<file path="config.mk">
export PLATFORM = sky130hd
export DESIGN_NAME = avalon_mem_arbiter
export DESIGN_NICKNAME = d
export VERILOG_FILES = /design/src/rtl/avalon_mem_arbiter.sv
export SDC_FILE = /design/constraint.sdc
export NUM_CORES = 1
export LEC_CHECK = 0
export BUFFER_PORTS_ARGS = -buffer_cell sky130_fd_sc_hd__clkbuf_2
export CORE_ASPECT_RATIO = 0.6
export CORE_MARGIN = 10
export CORE_UTILIZATION = 43
export DETAILED_ROUTE_END_ITERATION = 8
export PLACE_DENSITY = 0.85
export SLEW_MARGIN = 20
export SYNTH_ARGS = -nofsm -noshare
export SYNTH_HDL_FRONTEND = slang
export SYNTH_SLANG_ARGS = --single-unit
</file>
<file path="constraint.sdc">
create_clock -name clk -period 2.6 [get_ports clk]
set_input_delay 0.52 -clock clk [delete_from_list [all_inputs] [get_ports clk]]
set_output_delay 0.52 -clock clk [all_outputs]
set_load 0.05 [all_outputs]
</file>
<file path="src/rtl/avalon_mem_arbiter.sv">
// Round-robin arbiter sharing one Avalon-MM RAM between the instruction-fetch
// port (m0, read-only) and the load/store port (m1), with a stuck-slave watchdog.
module avalon_mem_arbiter #(
    parameter int unsigned TIMEOUT_CYCLES = 1024,
    parameter bit          RR_INIT        = 1'b1
) (
    input  logic        clk,
    input  logic        reset,
    input  logic        m0_read,
    input  logic [31:0] m0_address,
    output logic [31:0] m0_readdata,
    output logic        m0_waitrequest,
    input  logic        m1_read,
    input  logic        m1_write,
    input  logic [3:0]  m1_byteenable,
    input  logic [31:0] m1_address,
    input  logic [31:0] m1_writedata,
    output logic [31:0] m1_readdata,
    output logic        m1_waitrequest,
    output logic        s_read,
    output logic        s_write,
    output logic [3:0]  s_byteenable,
    output logic [31:0] s_address,
    output logic [31:0] s_writedata,
    input  logic [31:0] s_readdata,
    input  logic        s_waitrequest,
    output logic        grant_owner,
    output logic        busy,
    output logic        timeout_err
);
    typedef enum logic [1:0] {IDLE, ISSUE, RESP} state_t;

    localparam int unsigned    CW      = $clog2(TIMEOUT_CYCLES + 1);
    localparam logic [CW-1:0]  WD_LAST = CW'(TIMEOUT_CYCLES - 1);

    state_t        r_state;
    logic          r_owner;
    logic          r_last;
    logic          r_op_wr;
    logic          r_s_read;
    logic          r_s_write;
    logic [3:0]    r_be;
    logic [31:0]   r_addr;
    logic [31:0]   r_wdata;
    logic [CW-1:0] r_wd_cnt;
    logic          r_timeout;

    logic w_m0_req;
    logic w_m1_req;
    logic w_pick;
    logic w_wr;
    logic w_done;

    assign w_m0_req = m0_read;
    assign w_m1_req = m1_read | m1_write;
    // On a tie the master that did not win last time goes next.
    assign w_pick   = (w_m0_req && w_m1_req) ? ~r_last : w_m1_req;
    // m1 asserting read and write together is served as a write.
    assign w_wr     = w_pick & m1_write;

    always_ff @(posedge clk or negedge reset) begin
        if (!reset) begin
            r_state   <= IDLE;
            r_owner   <= 1'b0;
            r_last    <= RR_INIT;
            r_op_wr   <= 1'b0;
            r_s_read  <= 1'b0;
            r_s_write <= 1'b0;
            r_be      <= '0;
            r_addr    <= '0;
            r_wdata   <= '0;
            r_wd_cnt  <= '0;
            r_timeout <= 1'b0;
        end else begin
            case (r_state)
                IDLE: begin
                    if (w_m0_req || w_m1_req) begin
                        r_owner   <= w_pick;
                        r_last    <= w_pick;
                        r_op_wr   <= w_wr;
                        r_s_read  <= ~w_wr;
                        r_s_write <= w_wr;
                        r_addr    <= w_pick ? m1_address : m0_address;
                        r_wdata   <= w_pick ? m1_writedata : 32'h0;
                        r_be      <= w_pick ? m1_byteenable : 4'hF;
                        r_state   <= ISSUE;
                    end
                end
                ISSUE: begin
                    if (!s_waitrequest) begin
                        r_s_read  <= 1'b0;
                        r_s_write <= 1'b0;
                        r_wd_cnt  <= '0;
                        r_state   <= r_op_wr ? IDLE : RESP;
                    end else if (r_wd_cnt == WD_LAST) begin
                        // Flag only; the transfer keeps waiting on the slave.
                        r_timeout <= 1'b1;
                    end else begin
                        r_wd_cnt <= r_wd_cnt + 1'b1;
                    end
                end
                RESP:    r_state <= IDLE;
                default: r_state <= IDLE;
            endcase
        end
    end

    // Writes complete in the accept cycle; reads one cycle later with RAM data.
    assign w_done = ((r_state == ISSUE) && !s_waitrequest && r_op_wr) || (r_state == RESP);

    assign m0_waitrequest = ~(w_done && !r_owner);
    assign m1_waitrequest = ~(w_done &&  r_owner);
    assign m0_readdata    = ((r_state == RESP) && !r_owner) ? s_readdata : 32'h0;
    assign m1_readdata    = ((r_state == RESP) &&  r_owner) ? s_readdata : 32'h0;

    assign s_read       = r_s_read;
    assign s_write      = r_s_write;
    assign s_byteenable = r_be;
    assign s_address    = r_addr;
    assign s_writedata  = r_wdata;
    assign grant_owner  = r_owner;
    assign busy         = (r_state != IDLE);
    assign timeout_err  = r_timeout;
endmodule

</file>
==> results of run 1 <==
## synth_stat cells, types with 4 or more instances
cell	number	area share, %
a211o_2	4	0.93
and2_1	64	9.3
clkbuf_1	19	1.7
nor3_1	5	0.58
dfrtp_1	86	50
mux2i_1	32	7.5
nand3_1	7	0.82
buf_2	5	0.58
o21ai_0	71	8.3
nand2_1	113	9.9
nor2_1	7	0.61
and3_1	4	0.58
## final timing paths
| check | slack (ns) | endpoint |
|---|---|---|
| max | 0.31 | m1_readdata[20] |
| min | 0.18 | s_writedata[10] |
| max reg2reg | 0.67 | r_wd_cnt[7] |
| min reg2reg | 0.47 | timeout_err |
| max in group asynchronous | 1.70 | r_last |
| min in group clk | 0.41 | s_writedata[28] |
## final cells by class
cell class,instances,share of cell area [%]
antenna,1,0.0411
clock buffer,11,3.98
clock inverter,5,1.05
inverter,3,0.185
multi-input combinational,344,32.2
sequential,87,35.7
tap,135,2.77
timing repair buffer,285,24.0
## through the flow
step	cell area (um2)	hold WS [ns]	power, mW
2_1_floorplan	4290	0.224	5.50
3_3_place_gp	5790	0.452	6.51
3_5_place_dp	5790	0.455	6.64
4_1_cts	6090	0.200	7.97
5_1_grt	6090	0.214	8.38
6_report	6100	0.178	7.89
## cell families after synthesis
| logic type | count (synthesis) | synth area share [%] |
|---|---|---|
| buffers and inverters | 34 | 3.73 |
| and+or+nand+nor | 216 | 24.6 |
| muxes | 33 | 7.73 |
| adders and majority gates | 1 | 0.291 |
| DFF | 87 | 50.8 |
| AOI/OAI and AO/OA | 94 | 12.9 |
## cells in the final DEF (no fill, tap or decap), types with 2 or more instances in the layout
cell type,n
and2_1,64
o211ai_1,3
buf_4,9
and4_4,2
inv_6,2
nand3_1,7
nand4_1,2
inv_1,3
and3_1,4
nor2b_1,3
dfrtp_1,86
o21ai_1,2
nor3_1,5
mux2i_1,32
clkbuf_16,9
o21ai_0,70
and3b_1,2
nand2_1,113
nor2_1,7
clkbuf_2,275
a211o_2,4
nand2b_1,3
o31ai_1,3
## worst max-delay path, cell delays in order (launching register included)
cell and delay, ns:
dfrtp_1 0.40, nand2b_1 0.19, nor2_1 0.10, buf_4 0.26
and2_1 0.19, clkbuf_2 0.29
## sequential cells by signal, indices dropped and copies added, names as in the netlist
register,count
timeout_err,1
r_wd_cnt,11
s_read,1
s_writedata,32
s_address,32
r_op_wr,1
r_last,1
r_state,2
grant_owner,1
s_byteenable,4
s_write,1
## where the power goes
group          leakage (nW)  total (mW)  switching (mW)  internal, mW
sequential             1.09        2.28           0.354          1.92
combinational          2.15        4.30            3.34         0.955
clock                 0.147        1.31           0.533         0.780
## layer usage
| metal | up-vias | GRT usage [%] | wire, um |
|---|---|---|---|
| met4 | 2 | 4.66 | 195 |
| li1 | 2089 | - | - |
| met5 | - | 0 | 13 |
| met3 | 18 | 9.91 | 1580 |
| met1 | 1918 | 22.4 | 5780 |
| met2 | 172 | 33.9 | 7470 |
==> reports/qor.csv, run 1 <==
stage;metric;value;unit
sta;tightest_slew;0.941;ns
clock_tree;ctsHoldBuffers;0;
place;place_congestion;0.840;
floorplanning;initial_core_util;43.8;%
synth;ys_async_sr_fraction;100;%
synth;yosysSeqAreaShare;50.8;%
sta;finalHoldViolCount;0;
sta;period_share;88.1;%
worst_setup_path;reg2regPathDepth;5;
sta;rsz0062_at_grt;no;
place;post-place-ws;0.353;ns
synth;avgSynthCellArea;9.23;um2
worst_setup_path;worstSetupEndpointType;output pin;
detailed_routing;drt-initial-drc-count;175;
synth;ys.warnings.count;0;
finish;fillers;871;
synth;ys_ff_latch;87;
place;port_buffers;276;
sta;fmax;437;MHz
detailed_routing;dr.pass1.iters;4;
floorplanning;core_area;0.00981;mm2
floorplanning;rows;28;
floorplanning;die_h;97.4;um
finish;final_util;62.1;%
sta;finalSetupViolCount;0;
sta;fin_setup_tns;0;ns
sta;drv_slew;0;
worst_setup_path;critPathLaunch;r_state[0];
power_and_ir_drop;vdd_drop_max;0.842;mV
clock_tree;cts_root_buf;clkbuf_16;
synth;synth_edf_count;0;
place;dp_cells;854;
detailed_routing;post_drt_wl_per_cell;17.3;um
synth;synth_fp_nets;604;
finish;nNetsFinal;869;
sta;finalWorstSetupSlack;0.310;ns
clock_tree;clk_latency;0.33;ns
detailed_routing;drt_wl_total;15.0;mm
floorplanning;ioPinCount;277;
clock_tree;post-cts-setup-buffers;0;
synth;synthFlopType;dfrtp_1;
sta;skew;0.00760;ns
job;max_cap_violations;0;
place;dpl.hpwl;12.4;mm
power_and_ir_drop;p_leak;3.40;nW
finish;multi_input_area;0.00196;mm2
worst_setup_path;cp.arrival;1.77;ns
clock_tree;ctsResizeCount;0;
finish;area_growth;42.0;%
hold_path;holdCritPathClass;primary input to async pin;
worst_setup_path;crit_path_max_fanout;32;
global_routing;antenna_found_initial;2;
global_routing;grt_usage;20.1;%
sta;period_minus_slack;2.29;ns
floorplanning;die_area;0.0145;mm2
global_routing;grt_max_degree;89;
clock_tree;clk_pin_slew;0.06;ns
power_and_ir_drop;power_density;1290;mW/mm2
detailed_routing;vias_per_cell;4.82;
synth;synthCells;465;
global_routing;first_global_vias;4301;
synth;synthDistinctLibCells;42;
worst_setup_path;cp.required;2.08;ns
detailed_routing;num_vias;4199;
clock_tree;cts_tree;yes;
worst_setup_path;setup.worst_path.start_class;flip-flop;
floorplanning;die_x;149;um
worst_setup_path;critical_path_class;flip-flop to output pin;
run_status;outcome;completed;
clock_tree;cts_buffer_depth;2;
finish;register_area;0.00218;mm2
detailed_routing;ant_nets;0;
detailed_routing;drc;0;
worst_setup_path;r2r-start;r_wd_cnt[0];
sta;slew_headroom;37.0;%
finish;stdcell_count;871;
finish;drive_gt1_share;42.6;%
clock_tree;htreeDepth;3;
clock_tree;clkSinkCount;87;
synth;syn-cell-area;0.00429;mm2
clock_tree;numCtsBuffers;9;
global_routing;grt_pass1_wl;23.6;mm
global_routing;grt_overflow;0;
Note: power is estimated with default switching activity, not from simulation.
==> run 2: changes to the inputs <==
Settings changed: ABC_AREA set to 1, CORE_ASPECT_RATIO 0.6 to 0.75, CORE_UTILIZATION 43 to 42, PLACE_DENSITY 0.85 to 0.84, SLEW_MARGIN 20 to not set.
==> reports/qor.csv, run 2 <==
stage;metric;value;unit
sta;drv_slew;0;
finish;fillers;914;
finish;final_common_cell;clkbuf_2;
floorplanning;die_area;0.0144;mm2
worst_setup_path;critical-path-max-stage-delay;0.40;ns
floorplanning;die_x;136;um
worst_setup_path;setup.worst_path.start_class;flip-flop;
clock_tree;cts_tree;yes;
sta;finalHoldViolCount;0;
sta;holdWs;0.141;ns
detailed_routing;vias_per_cell;4.64;
clock_tree;ctsResizeCount;0;
finish;design_area;0.00599;mm2
synth;ys_async_sr_fraction;100;%
clock_tree;clk_latency;0.33;ns
place;post_dp_cell_area;0.00566;mm2
finish;drive_gt1_share;38.3;%
power_and_ir_drop;vdd_drop_max;0.859;mV
worst_setup_path;crit_path_max_fanout;32;
detailed_routing;num_vias;4451;
place;dpl.hpwl;11.7;mm
clock_tree;clk_pin_slew;0.06;ns
floorplanning;rows;31;
place;port_buffers;276;
finish;diodes;0;
sta;fmax;461;MHz
sta;tightest_slew;0.455;ns
synth;synth_top_family_by_area;simple AND/OR/NAND/NOR gates;
clock_tree;cts_buffer_depth;2;
synth;synth_top_area_share;51.2;%
worst_setup_path;cp_cell_sequence;inv_1 -> nand3_1 -> buf_4 -> nor2_1 -> clkbuf_2;
floorplanning;die_h;107;um
detailed_routing;drt-initial-drc-count;269;
sta;period_share;83.4;%
global_routing;grt_max_degree;38;
detailed_routing;ant_nets;0;
clock_tree;clkSinkCount;87;
synth;syn-cell-area;0.00420;mm2
detailed_routing;post_drt_wl_per_cell;15.2;um
global_routing;grt_overflow;0;
synth;avgSynthCellArea;7.60;um2
finish;area_growth;42.5;%
synth;ys_top_cells_by_area;dfrtp_1, nand2_1, nor2_1;
clock_tree;numCtsBuffers;9;
job;max_cap_violations;0;
worst_setup_path;path_buf_inv;3;
detailed_routing;drc;0;
floorplanning;core_area;0.00970;mm2
power_and_ir_drop;p_leak;3.51;nW
power_and_ir_drop;power_density;1390;mW/mm2
synth;yosysSeqAreaShare;51.8;%
sta;finalSetupViolCount;0;
synth;synth_fp_nets;692;
sta;slew_headroom;69.7;%
clock_tree;htreeDepth;3;
synth;synthCells;553;
global_routing;antenna_found_initial;0;
floorplanning;ioPinCount;277;
clock_tree;cts_root_buf;clkbuf_16;
global_routing;grt_usage;19.5;%
sta;period_minus_slack;2.17;ns
worst_setup_path;cp.arrival;1.65;ns
floorplanning;initial_core_util;43.3;%
worst_setup_path;critical_path_class;flip-flop to output pin;
sta;skew;0.00832;ns
clock_tree;ctsHoldBuffers;0;
power_and_ir_drop;finalPower;8.35;mW
place;place_congestion;0.917;
detailed_routing;dr.pass1.iters;5;
detailed_routing;drt_wl_total;14.5;mm
synth;synthDistinctLibCells;24;
finish;final_cell_mix;clkbuf_2, nand2_1, nor2_1, dfrtp_1, inv_1;
synth;ys_ff_latch;87;
clock_tree;post-cts-setup-buffers;0;
worst_setup_path;cp.required;2.08;ns
synth;synthAdderAreaFrac;0.298;%
run_status;outcome;completed;
global_routing;first_global_vias;4381;
synth;synth_compound_area_share;11.0;%
synth;ys.warnings.count;0;
finish;nNetsFinal;961;
worst_setup_path;path_delay_family;buffers and inverters;
sta;fin_setup_tns;0;ns
synth;synth.most_common_cell;nand2_1;
global_routing;grt_pass1_wl;22.8;mm
synth;ys_top_cells_by_count;nand2_1, nor2_1, dfrtp_1;
synth;synthFlopType;dfrtp_1;
worst_setup_path;critPathSlowestCell;dfrtp_1;
sta;rsz0062_at_grt;no;
synth;yosysTopAreaCell;dfrtp_1;
finish;final_util;61.8;%
synth;synthMuxAreaShare;0;%
synth;synth_edf_count;0;
synth;synth-simple-area-share;28.1;%
worst_setup_path;worstSetupEndpointType;output pin;
hold_path;holdCritPathClass;primary input to async pin;
synth;synth_xor_area_share;0.417;%
run 2: cell types whose count changed after synthesis, sizes merged, moves of 8 or more:
cell | before | now
buf | 12 | 20
nand2 | 113 | 176
mux2i | 32 | 0
inv | 3 | 47
nor2 | 7 | 113
clkbuf | 19 | 7
and2 | 64 | 0
run 2: logic make-up (layout without fill, tap and decap cells):
logic type / after synthesis / after routing
AND/OR/NAND/NOR: 301 / 301
flip-flops: 87 / 87
buffers and inverters: 74 / 348
adder cells (fa/ha/maj): 1 / 1
AO/OA/AOI/OAI: 88 / 88
XOR/XNOR: 2 / 2
run 2: metal layers:
layer	up-vias	GRT usage [%]	part of all wire, %
li1	2244	-	-
met1	2003	23.3	41
met3	15	8.02	9.4
met4	0	5.29	1.5
met5	-	0	0
met2	189	31.8	48
run 2: layout make-up:
| class | instances | area [um2] | area share, % |
|---|---|---|---|
| repair buffers | 285 | 1460 | 24.4 |
| flip-flops and latches | 87 | 2180 | 36.4 |
| well taps | 132 | 165 | 2.76 |
| inverters | 47 | 179 | 2.99 |
| clock buffers | 9 | 225 | 3.76 |
| clock inverters | 7 | 105 | 1.75 |
| multi-input cells | 392 | 1670 | 27.9 |
run 2: final timing paths:
kind                                   from              end  slack, ns  depth (start not counted)
max                             grant_owner  m0_readdata[11]       0.43                          5
min reg2reg                          r_last           r_last       0.47                          2
min                                   reset     s_address[2]       0.14                          1
min in group clk           m1_writedata[17]  s_writedata[17]       0.38                          3
max reg2reg                      r_state[1]    s_address[29]       0.97                          6
max in group asynchronous             reset           r_last       1.74                          2
run 2: metrics by stage:
step                      std cells  setup slack, ns
after global routing            959            0.358
after detailed placement        943            0.751
after CTS                       959            0.441
after floorplan                 553            0.328
final                           959            0.433
after global placement          943            0.787
run 2: where the power goes:
group / internal, mW / leakage [nW] / total, mW / switching (mW)
Combinational: 0.970 / 2.26 / 4.60 / 3.63
Sequential: 1.97 / 1.09 / 2.34 / 0.372
Clock: 0.855 / 0.158 / 1.40 / 0.546
Total: 3.80 / 3.51 / 8.35 / 4.55
==> run 3: changes to the inputs <==
Settings changed: CORE_UTILIZATION 42 to 38, PLACE_DENSITY 0.84 to 0.81.
Clock period 2.6 ns to 1.87 ns, I/O delays scaled along.
==> reports/qor.csv, run 3 (synthesis gave the netlist of run 2 again) <==
stage;metric;value;unit
detailed_routing;met1_length;6.82;mm
run_status;outcome;finished with violations;
place;port_buffers;276;
worst_setup_path;worstReg2RegEnd;s_writedata[18];
finish;nNetsFinal;968;
global_routing;grt_overflow;0;
run_status;violations;setup timing;
hold_path;holdPathStages;3;
detailed_routing;drc;0;
finish;drive_gt1_share;46.9;%
sta;finalHoldViolCount;0;
finish;area_growth;81.0;%
finish;diodes;0;
floorplanning;core_area;0.0109;mm2
clock_tree;cts_tree;yes;
clock_tree;htreeDepth;3;
power_and_ir_drop;vdd_drop_max;1.70;mV
hold_path;hp-start;m1_writedata[13];
detailed_routing;num_vias;4751;
worst_setup_path;worstSetupEndpointType;output pin;
place;place_congestion;0.893;
power_and_ir_drop;finalPower;12.4;mW
worst_setup_path;r2r_slack;0.28;ns
worst_setup_path;cp_cell_sequence;buf_4 -> nand3_4 -> buf_6 -> nor2_4 -> buf_12;
sta;rsz0062_at_grt;yes;
clock_tree;numCtsBuffers;9;
power_and_ir_drop;power_density;1630;mW/mm2
floorplanning;initial_core_util;38.7;%
worst_setup_path;cp.depth;5;
hold_path;hold_path_end;s_writedata[13];
global_routing;first_global_vias;4868;
worst_setup_path;crit_path_max_fanout;7;
global_routing;grt_usage;20.8;%
worst_setup_path;critPathSlowestCell;dfrtp_2;
global_routing;antenna_found_initial;0;
sta;finalSetupViolCount;15;
sta;finalWorstSetupSlack;-0.0386;ns
clock_tree;cts_root_buf;clkbuf_16;
sta;fmax;524;MHz
floorplanning;die_h;111;um
detailed_routing;drt_wl_total;17.9;mm
sta;drv_slew;0;
floorplanning;rows;33;
detailed_routing;wl_met2;9.51;mm
hold_path;holdCritPathClass;primary input to flip-flop;
floorplanning;ioPinCount;277;
power_and_ir_drop;p_leak;3.82;nW
finish;final_common_cell;clkbuf_2;
global_routing;grt_pass1_wl;26.5;mm
clock_tree;clk_pin_slew;0.06;ns
job;max_cap_violations;0;
worst_setup_path;path_buf_inv;3;
worst_setup_path;path_delay_family;buffers and inverters;
global_routing;grt_max_degree;68;
detailed_routing;vias_per_cell;4.88;
clock_tree;cts_buffer_depth;2;
finish;multi_input_area;0.00214;mm2
detailed_routing;ant_nets;0;
worst_setup_path;reg2regPathDepth;7;
sta;period_minus_slack;1.91;ns
detailed_routing;highest_layer;met4;
sta;period_share;102;%
detailed_routing;post_drt_wl_per_cell;18.3;um
sta;slew_headroom;68.2;%
sta;tightest_slew;0.477;ns
detailed_routing;dr_wl_met3;1.12;mm
detailed_routing;drt-initial-drc-count;338;
worst_setup_path;critical_path_class;flip-flop to output pin;
detailed_routing;dr.pass1.iters;5;
finish;register_area;0.00218;mm2
worst_setup_path;r2r-start;r_state[1];
place;dpl.hpwl;13.4;mm
worst_setup_path;setup.worst_path.start_class;flip-flop;
floorplanning;die_x;141;um
finish;final_util;70.1;%
finish;fillers;797;
worst_setup_path;critical-path-max-stage-delay;0.42;ns
worst_setup_path;cp.required;1.50;ns
clock_tree;clkSinkCount;87;
finish;final_cell_mix;clkbuf_2, nand2_1, dfrtp_1, buf_12, nor2_4;
worst_setup_path;cp.arrival;1.53;ns
sta;skew;0.00814;ns
floorplanning;die_area;0.0157;mm2
clock_tree;clk_latency;0.33;ns
==> run 3: cell types whose count changed in the layout (fill, tap and decap cells not counted), sizes merged <==
cell         change
dlygate4sd3      +1
clkbuf          -62
buf             +71
inv              -1
clkinv           -2
==> run 3: repair_timing <==
item / CTS / global route
hold buffers: 1 / 0
endpoints found under the setup margin: 35 / 53
gates cloned: 1 / 1
endpoints found under the hold margin: 2 / 0
setup buffers: 0 / 1
gates resized for setup: 13 / 33
pin swaps: 0 / 2
==> run 3: how the worst max path moves through the flow <==
stage | startpoint | end
6_report | grant_owner | m1_readdata[9]
5_1_grt | r_state[1] | m0_waitrequest
4_1_cts | grant_owner | m0_readdata[10]
3_5_place_dp | s_waitrequest | m1_waitrequest
3_3_place_gp | grant_owner | m0_readdata[31]
2_1_floorplan | grant_owner | m0_readdata[10]
==> run 3: cell type report <==
class                           instances  share of cell area, %
Timing Repair Buffer                  292                   34.0
Sequential cell                        87                   28.7
Multi-Input combinational cell        392                   28.2
Clock buffer                           12                   3.37
Inverter                               47                   2.42
Tap cell                              140                   2.30
Clock inverter                          4                   1.00
==> run 3: worst register-to-register path, stage by stage (launching register included) <==
cell     delay, ns
dfrtp_2       0.47
inv_2         0.10
nand2_2       0.10
nor2_4        0.17
nand2_2       0.18
inv_4         0.32
nand2_1       0.13
nand2_1       0.07
==> run 3: power breakdown <==
| part | switching [mW] | total, mW | internal [mW] | leakage, nW |
|---|---|---|---|---|
| clock | 0.700 | 1.95 | 1.25 | 0.159 |
| sequential | 0.515 | 3.26 | 2.75 | 1.09 |
| combinational | 5.41 | 7.18 | 1.77 | 2.57 |
| total | 6.63 | 12.4 | 5.76 | 3.82 |
==> run 3: per-stage QoR <==
stage          cells  hold slack [ns]  setup slack [ns]  area [um2]  TNS (ns)
6_report         974            0.237           -0.0386        7610    -0.141
5_1_grt          974            0.234           -0.0839        7610     -2.02
4_1_cts          972            0.218          -0.00600        7430   -0.0439
3_5_place_dp     954            0.362             0.271        7020         0
3_3_place_gp     954            0.356             0.321        7020         0
2_1_floorplan    553           0.0784            0.0408        4510         0
==> run 3: metal layers <==
| metal | up-vias | track usage (%) |
|---|---|---|
| met1 | 2248 | 24.9 |
| met3 | 35 | 6.08 |
| met5 | - | 0 |
| li1 | 2271 | - |
| met2 | 197 | 36.0 |
| met4 | 0 | 4.42 |
